`src/rtl/inv_distributor_pkg.sv`:
```
// Shared types for the invalidation distributor and its arbiter.
package inv_distributor_pkg;
  localparam int INV_ADDR_W = 30;

  typedef enum logic [1:0] {IDLE, ISSUE, DRAIN, COMPLETE} inv_dist_state_t;

  function automatic int idx_width(input int n);
    return (n > 1) ? $clog2(n) : 1;
  endfunction
endpackage

```
`src/rtl/inv_distributor_if.sv`:
```
// Source-side and sink-side invalidation bus; master is the distributor.
interface inv_distributor_if
  import inv_distributor_pkg::*;
#(
  parameter int NUM_SOURCES = 2,
  parameter int NUM_SINKS   = 2
);
  logic [NUM_SOURCES-1:0][INV_ADDR_W-1:0] src_inv_addr;
  logic [NUM_SOURCES-1:0]                 src_inv_valid;
  logic [NUM_SOURCES-1:0]                 src_inv_completed;
  logic [INV_ADDR_W-1:0]                  snk_inv_addr;
  logic [NUM_SINKS-1:0]                   snk_inv_valid;
  logic [NUM_SINKS-1:0]                   snk_inv_ready;
  logic [NUM_SINKS-1:0]                   snk_inv_outstanding;

  modport master (
    input  src_inv_addr, src_inv_valid, snk_inv_ready, snk_inv_outstanding,
    output src_inv_completed, snk_inv_addr, snk_inv_valid
  );

  modport slave (
    output src_inv_addr, src_inv_valid, snk_inv_ready, snk_inv_outstanding,
    input  src_inv_completed, snk_inv_addr, snk_inv_valid
  );
endinterface

```
`src/rtl/inv_distributor_rr_arbiter.sv`:
```
// Combinational round-robin pick: first request after last_grant_i, wrapping.
module inv_rr_arbiter #(
  parameter int N  = 2,
  parameter int GW = 1
) (
  input  logic [N-1:0]  req_i,
  input  logic [GW-1:0] last_grant_i,
  output logic [GW-1:0] grant_o,
  output logic          grant_vld_o
);
  logic [GW-1:0] idx;

  // Walk from farthest to nearest so the nearest requester overwrites.
  always_comb begin
    grant_o     = '0;
    grant_vld_o = 1'b0;
    idx         = '0;
    for (int i = N; i >= 1; i--) begin
      idx = GW'((int'(last_grant_i) + i) % N);
      if (req_i[idx]) begin
        grant_o     = idx;
        grant_vld_o = 1'b1;
      end
    end
  end
endmodule

```
`src/rtl/inv_distributor.sv`:
```
// Round-robin arbitration of invalidation requests, broadcast to all sinks,
// completion pulse once every sink accepted and none is still outstanding.
module inv_distributor
  import inv_distributor_pkg::*;
#(
  parameter int NUM_SOURCES = 2,
  parameter int NUM_SINKS   = 2
) (
  input  logic               clk,
  input  logic               rst,
  inv_distributor_if.master  bus,
  output logic               busy
);
  localparam int GW = idx_width(NUM_SOURCES);

  inv_dist_state_t         state_q;
  logic [GW-1:0]           grant_q;
  logic [GW-1:0]           last_grant_q;
  logic [INV_ADDR_W-1:0]   addr_q;
  logic [NUM_SINKS-1:0]    accepted_q;
  logic [NUM_SINKS-1:0]    accepted_d;
  logic [NUM_SINKS-1:0]    snk_vld_q;
  logic [NUM_SOURCES-1:0]  completed_q;
  logic [GW-1:0]           arb_grant;
  logic                    arb_vld;

  inv_rr_arbiter #(.N(NUM_SOURCES), .GW(GW)) u_arb (
    .req_i        (bus.src_inv_valid),
    .last_grant_i (last_grant_q),
    .grant_o      (arb_grant),
    .grant_vld_o  (arb_vld)
  );

  assign accepted_d = accepted_q | (snk_vld_q & bus.snk_inv_ready);

  always_ff @(posedge clk) begin
    if (!rst) begin
      state_q      <= IDLE;
      grant_q      <= '0;
      last_grant_q <= GW'(NUM_SOURCES - 1);
      addr_q       <= '0;
      accepted_q   <= '0;
      snk_vld_q    <= '0;
      completed_q  <= '0;
    end else begin
      completed_q <= '0;
      case (state_q)
        IDLE: begin
          if (arb_vld) begin
            grant_q    <= arb_grant;
            addr_q     <= bus.src_inv_addr[arb_grant];
            accepted_q <= '0;
            snk_vld_q  <= '1;
            state_q    <= ISSUE;
          end
        end
        ISSUE: begin
          // A sink that has accepted sees valid drop from the next cycle.
          accepted_q <= accepted_d;
          snk_vld_q  <= ~accepted_d;
          if (&accepted_d) state_q <= DRAIN;
        end
        DRAIN: begin
          if (bus.snk_inv_outstanding == '0) begin
            completed_q[grant_q] <= 1'b1;
            state_q              <= COMPLETE;
          end
        end
        COMPLETE: begin
          // The still-held source valid is ignored here so it is not re-granted.
          last_grant_q <= grant_q;
          state_q      <= IDLE;
        end
        default: state_q <= IDLE;
      endcase
    end
  end

  assign bus.src_inv_completed = completed_q;
  assign bus.snk_inv_addr      = addr_q;
  assign bus.snk_inv_valid     = snk_vld_q;
  assign busy                  = (state_q != IDLE);
endmodule
```
`src/flat_wrapper.sv`:
```
// flat-port wrapper written by rule: the top's interface ports become plain ports
module inv_distributor_flat import inv_distributor_pkg::*;
#(
  parameter int NUM_SOURCES = 2,
  parameter int NUM_SINKS   = 2
)
  (clk, rst, busy, bus_src_inv_addr, bus_src_inv_valid, bus_snk_inv_ready, bus_snk_inv_outstanding, bus_src_inv_completed, bus_snk_inv_addr, bus_snk_inv_valid);
  inv_distributor_if #(.NUM_SOURCES(NUM_SOURCES), .NUM_SINKS(NUM_SINKS)) bus_i ();
  input  logic clk;
  input  logic rst;
  output logic busy;
  input wire logic [$bits(bus_i.src_inv_addr)-1:0] bus_src_inv_addr;
  input wire logic [$bits(bus_i.src_inv_valid)-1:0] bus_src_inv_valid;
  input wire logic [$bits(bus_i.snk_inv_ready)-1:0] bus_snk_inv_ready;
  input wire logic [$bits(bus_i.snk_inv_outstanding)-1:0] bus_snk_inv_outstanding;
  output wire logic [$bits(bus_i.src_inv_completed)-1:0] bus_src_inv_completed;
  output wire logic [$bits(bus_i.snk_inv_addr)-1:0] bus_snk_inv_addr;
  output wire logic [$bits(bus_i.snk_inv_valid)-1:0] bus_snk_inv_valid;
  assign bus_i.src_inv_addr = bus_src_inv_addr;
  assign bus_i.src_inv_valid = bus_src_inv_valid;
  assign bus_i.snk_inv_ready = bus_snk_inv_ready;
  assign bus_i.snk_inv_outstanding = bus_snk_inv_outstanding;
  assign bus_src_inv_completed = bus_i.src_inv_completed;
  assign bus_snk_inv_addr = bus_i.snk_inv_addr;
  assign bus_snk_inv_valid = bus_i.snk_inv_valid;
  inv_distributor #(.NUM_SOURCES(NUM_SOURCES), .NUM_SINKS(NUM_SINKS)) u_core (.clk(clk), .rst(rst), .bus(bus_i), .busy(busy));
endmodule
```
`config.mk`:
```
export PLATFORM = sky130hd
export DESIGN_NAME = inv_distributor_flat
export DESIGN_NICKNAME = d
export VERILOG_FILES = /design/src/rtl/inv_distributor_pkg.sv /design/src/rtl/inv_distributor_if.sv /design/src/rtl/inv_distributor_rr_arbiter.sv /design/src/rtl/inv_distributor.sv /design/src/flat_wrapper.sv
export SDC_FILE = /design/constraint.sdc
export NUM_CORES = 1
export LEC_CHECK = 0
export ABC_AREA = 1
export CORE_MARGIN = 1
export CORE_UTILIZATION = 31
export DETAILED_ROUTE_END_ITERATION = 10
export PLACE_DENSITY = 0.66
export SETUP_SLACK_MARGIN = 0.15
export SLEW_MARGIN = 10
export SYNTH_ARGS = -nofsm -noshare
export SYNTH_HDL_FRONTEND = slang
export SYNTH_HIERARCHICAL = 1
export SYNTH_SLANG_ARGS = --single-unit
```
`constraint.sdc`:
```
create_clock -name clk -period 1.45 [get_ports clk]
set_clock_uncertainty 0.15 [all_clocks]
set_input_delay 0.3625 -clock clk [delete_from_list [all_inputs] [get_ports clk]]
set_output_delay 0.3625 -clock clk [all_outputs]
set_load 0.005 [all_outputs]
```
Word-level counts from Yosys, hierarchy flattened --
Cells that the tools add are included.
Cells by class: add/subtract/negate cells 2, order comparisons 5, equality and inequality tests 6, muxes and demuxes 20, bitwise gates (word level) 3, reductions and logical operators 10
Operators by type and width (count):
- $mux 30 | 2
- $mux 2 | 5
- $mux 1 | 9
- $lt 1x2->1 const B | 4
- $pmux 2 s2 | 2
- $pmux 2 s4 | 1
- $ne 2x1->1 const B | 3
- $reduce_and 2->1 | 3
- $reduce_and 3->1 | 2
- $eq 2x2->1 const B | 2
- $logic_not 2->1 | 2
- $reduce_bool 2->1 | 2
- $add 1x1->1 const B | 2
- $and 2x2->2 | 1
- $eq 2x1->1 const B | 1
- $not 2->2 | 1
- $or 2x2->2 | 1
- $demux 1 s1 | 1
- $ge 1x1->1 const B | 1
- $logic_and 1x1->1 | 1
Word-level totals: register bits 40, input bits 68, output and inout port bits 35

Depth between registers and ports, before layout --
depth after elaboration 7, depth in mapped cells 8

Cells and area by module --
Netlist, hierarchy kept.
Modules (own cells, without submodules):
- inv_distributor | times used 1, cells each 264, area each 2207.1 µm², seq. area each 800.8 µm²
- inv_rr_arbiter | times used 1, cells each 3, area each 15.0 µm², seq. area each 0.0 µm²

Least setup slack after synthesis --
No wires, ideal clock.
kind register -> register, start register u_core.state_q[0], end register u_core.addr_q[0], in the netlist u_core/bus.snk_inv_addr[0], arrival 1144 ps, data required time 1187 ps, path slack 44 ps, cell stages (with the launch flop) 8, buffers on the path 1, period minus slack after synthesis 1406 ps, path through dfxtp_1 -> inv_1 -> ha_1 -> nand2_2 -> inv_6 -> buf_6 -> o211ai_2 -> inv_2
Between the ends: longest elaborated chain between the ends 2
RTL lines:
- start, declared | RTL line inv_distributor.sv:16 | inv_dist_state_t state_q;
- start signal, assigned | RTL line inv_distributor.sv:38 | state_q <= IDLE;
- start signal, assigned | RTL line inv_distributor.sv:54 | state_q <= ISSUE;
- start signal, assigned | RTL line inv_distributor.sv:61 | if (&accepted_d) state_q <= DRAIN;
- $logic_not 2->1 | RTL line inv_distributor.sv:47 | case (state_q)
- $reduce_and 2->1 (no line)
- end signal, assigned | RTL line inv_distributor.sv:51 | addr_q <= bus.src_inv_addr[arb_grant];
- end, declared | RTL line inv_distributor.sv:19 | logic [INV_ADDR_W-1:0] addr_q;
Every way passes these cells. A chain may end at the register's enable or synchronous reset.

Final worst setup path --
start register u_core.state_q[1], end output busy
Between the ends: longest elaborated chain between the ends 1
RTL lines:
- $reduce_bool 2->1 | RTL line inv_distributor.sv:82 | assign busy = (state_q != IDLE);
- end, declared | RTL line flat_wrapper.sv:11 | output logic busy;
Every way passes these cells.

==> impl_metrics.toml <==
[status]
status = "complete, but fails checks"
violations = "setup timing"

[route]
firstDrtPassIters = 4
drt-wirelength-per-cell_um = 13.0
vias = 2349
drc_errors = 0
totalWireLength_um = 6760
avgViaCountPerCell = 4.51
drtIter0Drc = 82
drtAntennaViolNets = 0

[sta]
setup_violations = 15
hold_viol = 0
hold_ws_ns = 0.250
worst_pin_slew_ns = 0.238
max_freq_ghz = 0.661
fin_crit_sh_pct = 104
fin_crit_ns = 1.51
relSlewSlack_pct = 84.1
rsz0062_at_grt = "true"
setup_ws_ns = -0.0639
fin_tns_setup_ns = -0.619
finalMaxSlewViolations = 0

[pwr]
p_comb_share_pct = 61.7
pwr-share-seq_pct = 24.1
clock_power_share_pct = 14.2
sw_frac_of_total_pct = 37.2
switchingPower_mw = 2.64
power_mw = 7.11
powerDensity_nw_per_um2 = 1730
leakage_nw = 1.98
internal_power_mw = 4.46
vdd.ir_drop.worst_mv = 0.773

[die]
fp.dieArea_um2 = 7510
fp.dieW_um = 86.7
io_pins = 103
die_h_um = 86.7
start_util_pct = 32.3
core_area_um2 = 6870
rows = 30

[layout]
drive_gt1_share_pct = 61.4
final_area_um2 = 4120
syn_to_final_growth_pct = 85.3
multiInputGateArea_um2 = 1320
fill_cells = 637
seqCellArea_um2 = 843
fin_cells = 521
postLayoutCoreUtil_pct = 59.9
antenna_cells = 0
nets = 496

[synth]
ys.warnings.count = 6
ys_seq_area_share_pct = 36.0
synth_cell_types = 19
synth_nets = 339
synthCells = 267
yosys-top-cells-area = "dfxtp_1, o211ai_2, nand2_1"
synth_edf_count = 0
yosysTopAreaCell = "dfxtp_1"
async_reset_ff_share_pct = 0
synth_top_area_share_pct = 36.0
synth-main-ff-cell = "dfxtp_1"
ys_ff_latch = 40
synth_common_cells = "nand2_1, dfxtp_1, inv_2, o211ai_2, nand3_2"
syn-cell-area_um2 = 2220
yosysMostFrequentCell = "nand2_1"
avgSynthCellArea_um2 = 8.32

[global_route]
overflow = 0
grt_pass1_wl_um = 10300
grt_usage_pct = 17.5
grt_pass1_vias = 2277
grt_max_degree = 21
antenna_found_initial = 0

[clock_tree]
cts_hold_buf = 0
clock-sinks = 40
cts.clk_slew.worst_paths_ns = 0.08
cts_tree = "yes"
cts.path.max_buffers = 2
ctsRootBufferMaster = "clkbuf_8"
htreeDepth = 2
clk_latency_ns = 0.29
cts_buffers = 5

[critical_path]
r2r_cells = 9
crit_type = "flip-flop to output port"
arrival_ns = 1.00
crit_required_ns = 0.94
critPathCapture = "busy"
setup.worst_path.start = "u_core/state_q[1]"
timing.rr.start = "u_core/state_q[1]"
r2r_end = "u_core/bus.snk_inv_addr[6]"
cp-end-kind = "output port"
cp_max_fo = 2
worst_setup_path_start_kind = "flip-flop"
reg2reg_slack_ns = -0.06

[placed_design]
placed_area_um2 = 3460
dpl_worst_slack_ns = -0.405
dp.cells = 469
portBuffers = 102
hpwl_um = 4300
place_congestion = 0.762

[job]
max_cap_viol_count = 0

[min_path]
hp-class = "primary input to flip-flop"
power by group through the flow:
stage,Combinational [mW],Sequential (mW),Clock (mW)
2_1_floorplan,1.74,1.75,0
3_3_place_gp,2.98,1.72,0
3_5_place_dp,3.04,1.73,0
4_1_cts,4.00,1.71,1.04
5_1_grt,4.69,1.76,1.08
6_report,4.38,1.71,1.01
state kept, by name, summed over array words and instances (netlist names):
name                          flops
u_core/state_q                    2
u_core/accepted_q                 2
u_core/grant_q                    1
u_core/bus.src_inv_completed      2
u_core/bus.snk_inv_valid          2
u_core/bus.snk_inv_addr          30
u_core/last_grant_q               1
worst min path at each step:
stage	start	to	slack, ns	cells after the start
after floorplan	u_core/grant_q	u_core/bus.src_inv_completed[0]	0.26	1
after global placement	u_core/grant_q	u_core/bus.src_inv_completed[0]	0.27	1
after detailed placement	u_core/grant_q	u_core/bus.src_inv_completed[0]	0.29	1
after CTS	rst	u_core/grant_q	0.22	3
after global routing	rst	u_core/grant_q	0.25	3
final	rst	u_core/grant_q	0.25	3
cells in the final DEF (no fill, tap or decap), types with 10 or more instances in the layout:
master,Yosys,layout
buf_2,9,37
clkdlybuf4s50_1,0,64
buf_4,1,37
o211ai_2,30,29
inv_2,30,32
nand2_1,78,70
buf_6,3,15
inv_1,13,10
dfxtp_2,0,34
nand3_2,26,29
critical path, stage by stage (launching register included):
cell and delay [ns]:
dfxtp_2 0.34, inv_2 0.05, ha_4 0.16, inv_2 0.05, buf_2 0.10
final cells by class:
| cell class | count | share of cell area [%] |
|---|---|---|
| clock inverters | 1 | 0.729 |
| inverters | 44 | 4.50 |
| repair inverters | 1 | 0.273 |
| flip-flops and latches | 40 | 20.5 |
| repair buffers | 165 | 36.6 |
| clock buffers | 7 | 2.34 |
| multi-input cells | 167 | 32.1 |
| well taps | 96 | 2.92 |
metal layers:
| metal | share of wire, % | global-route usage, % | up-vias |
|---|---|---|---|
| met5 | 0 | 0 | - |
| met4 | 1.5 | 5.15 | 0 |
| met3 | 5.7 | 4.67 | 9 |
| met2 | 52 | 33.5 | 81 |
| met1 | 41 | 18.7 | 1091 |
| li1 | - | - | 1168 |
kinds of logic after synthesis:
logic type               Yosys count  synth area share (%)
flip-flops                        40                  36.0
AO/OA/AOI/OAI                     41                  19.4
buffers and inverters             60                  13.8
adder cells (fa/ha/maj)            4                  2.25
AND/OR/NAND/NOR                  122                  28.5
timing repair:
| action | 4_1_cts | 5_1_grt |
|---|---|---|
| setup buffers | 36 | 2 |
| cloned | 6 | 0 |
| pin swaps | 20 | 14 |
| setup endpoints to repair | 72 | 40 |
| gates resized for setup | 225 | 24 |
(Power assumes the default switching activity.)
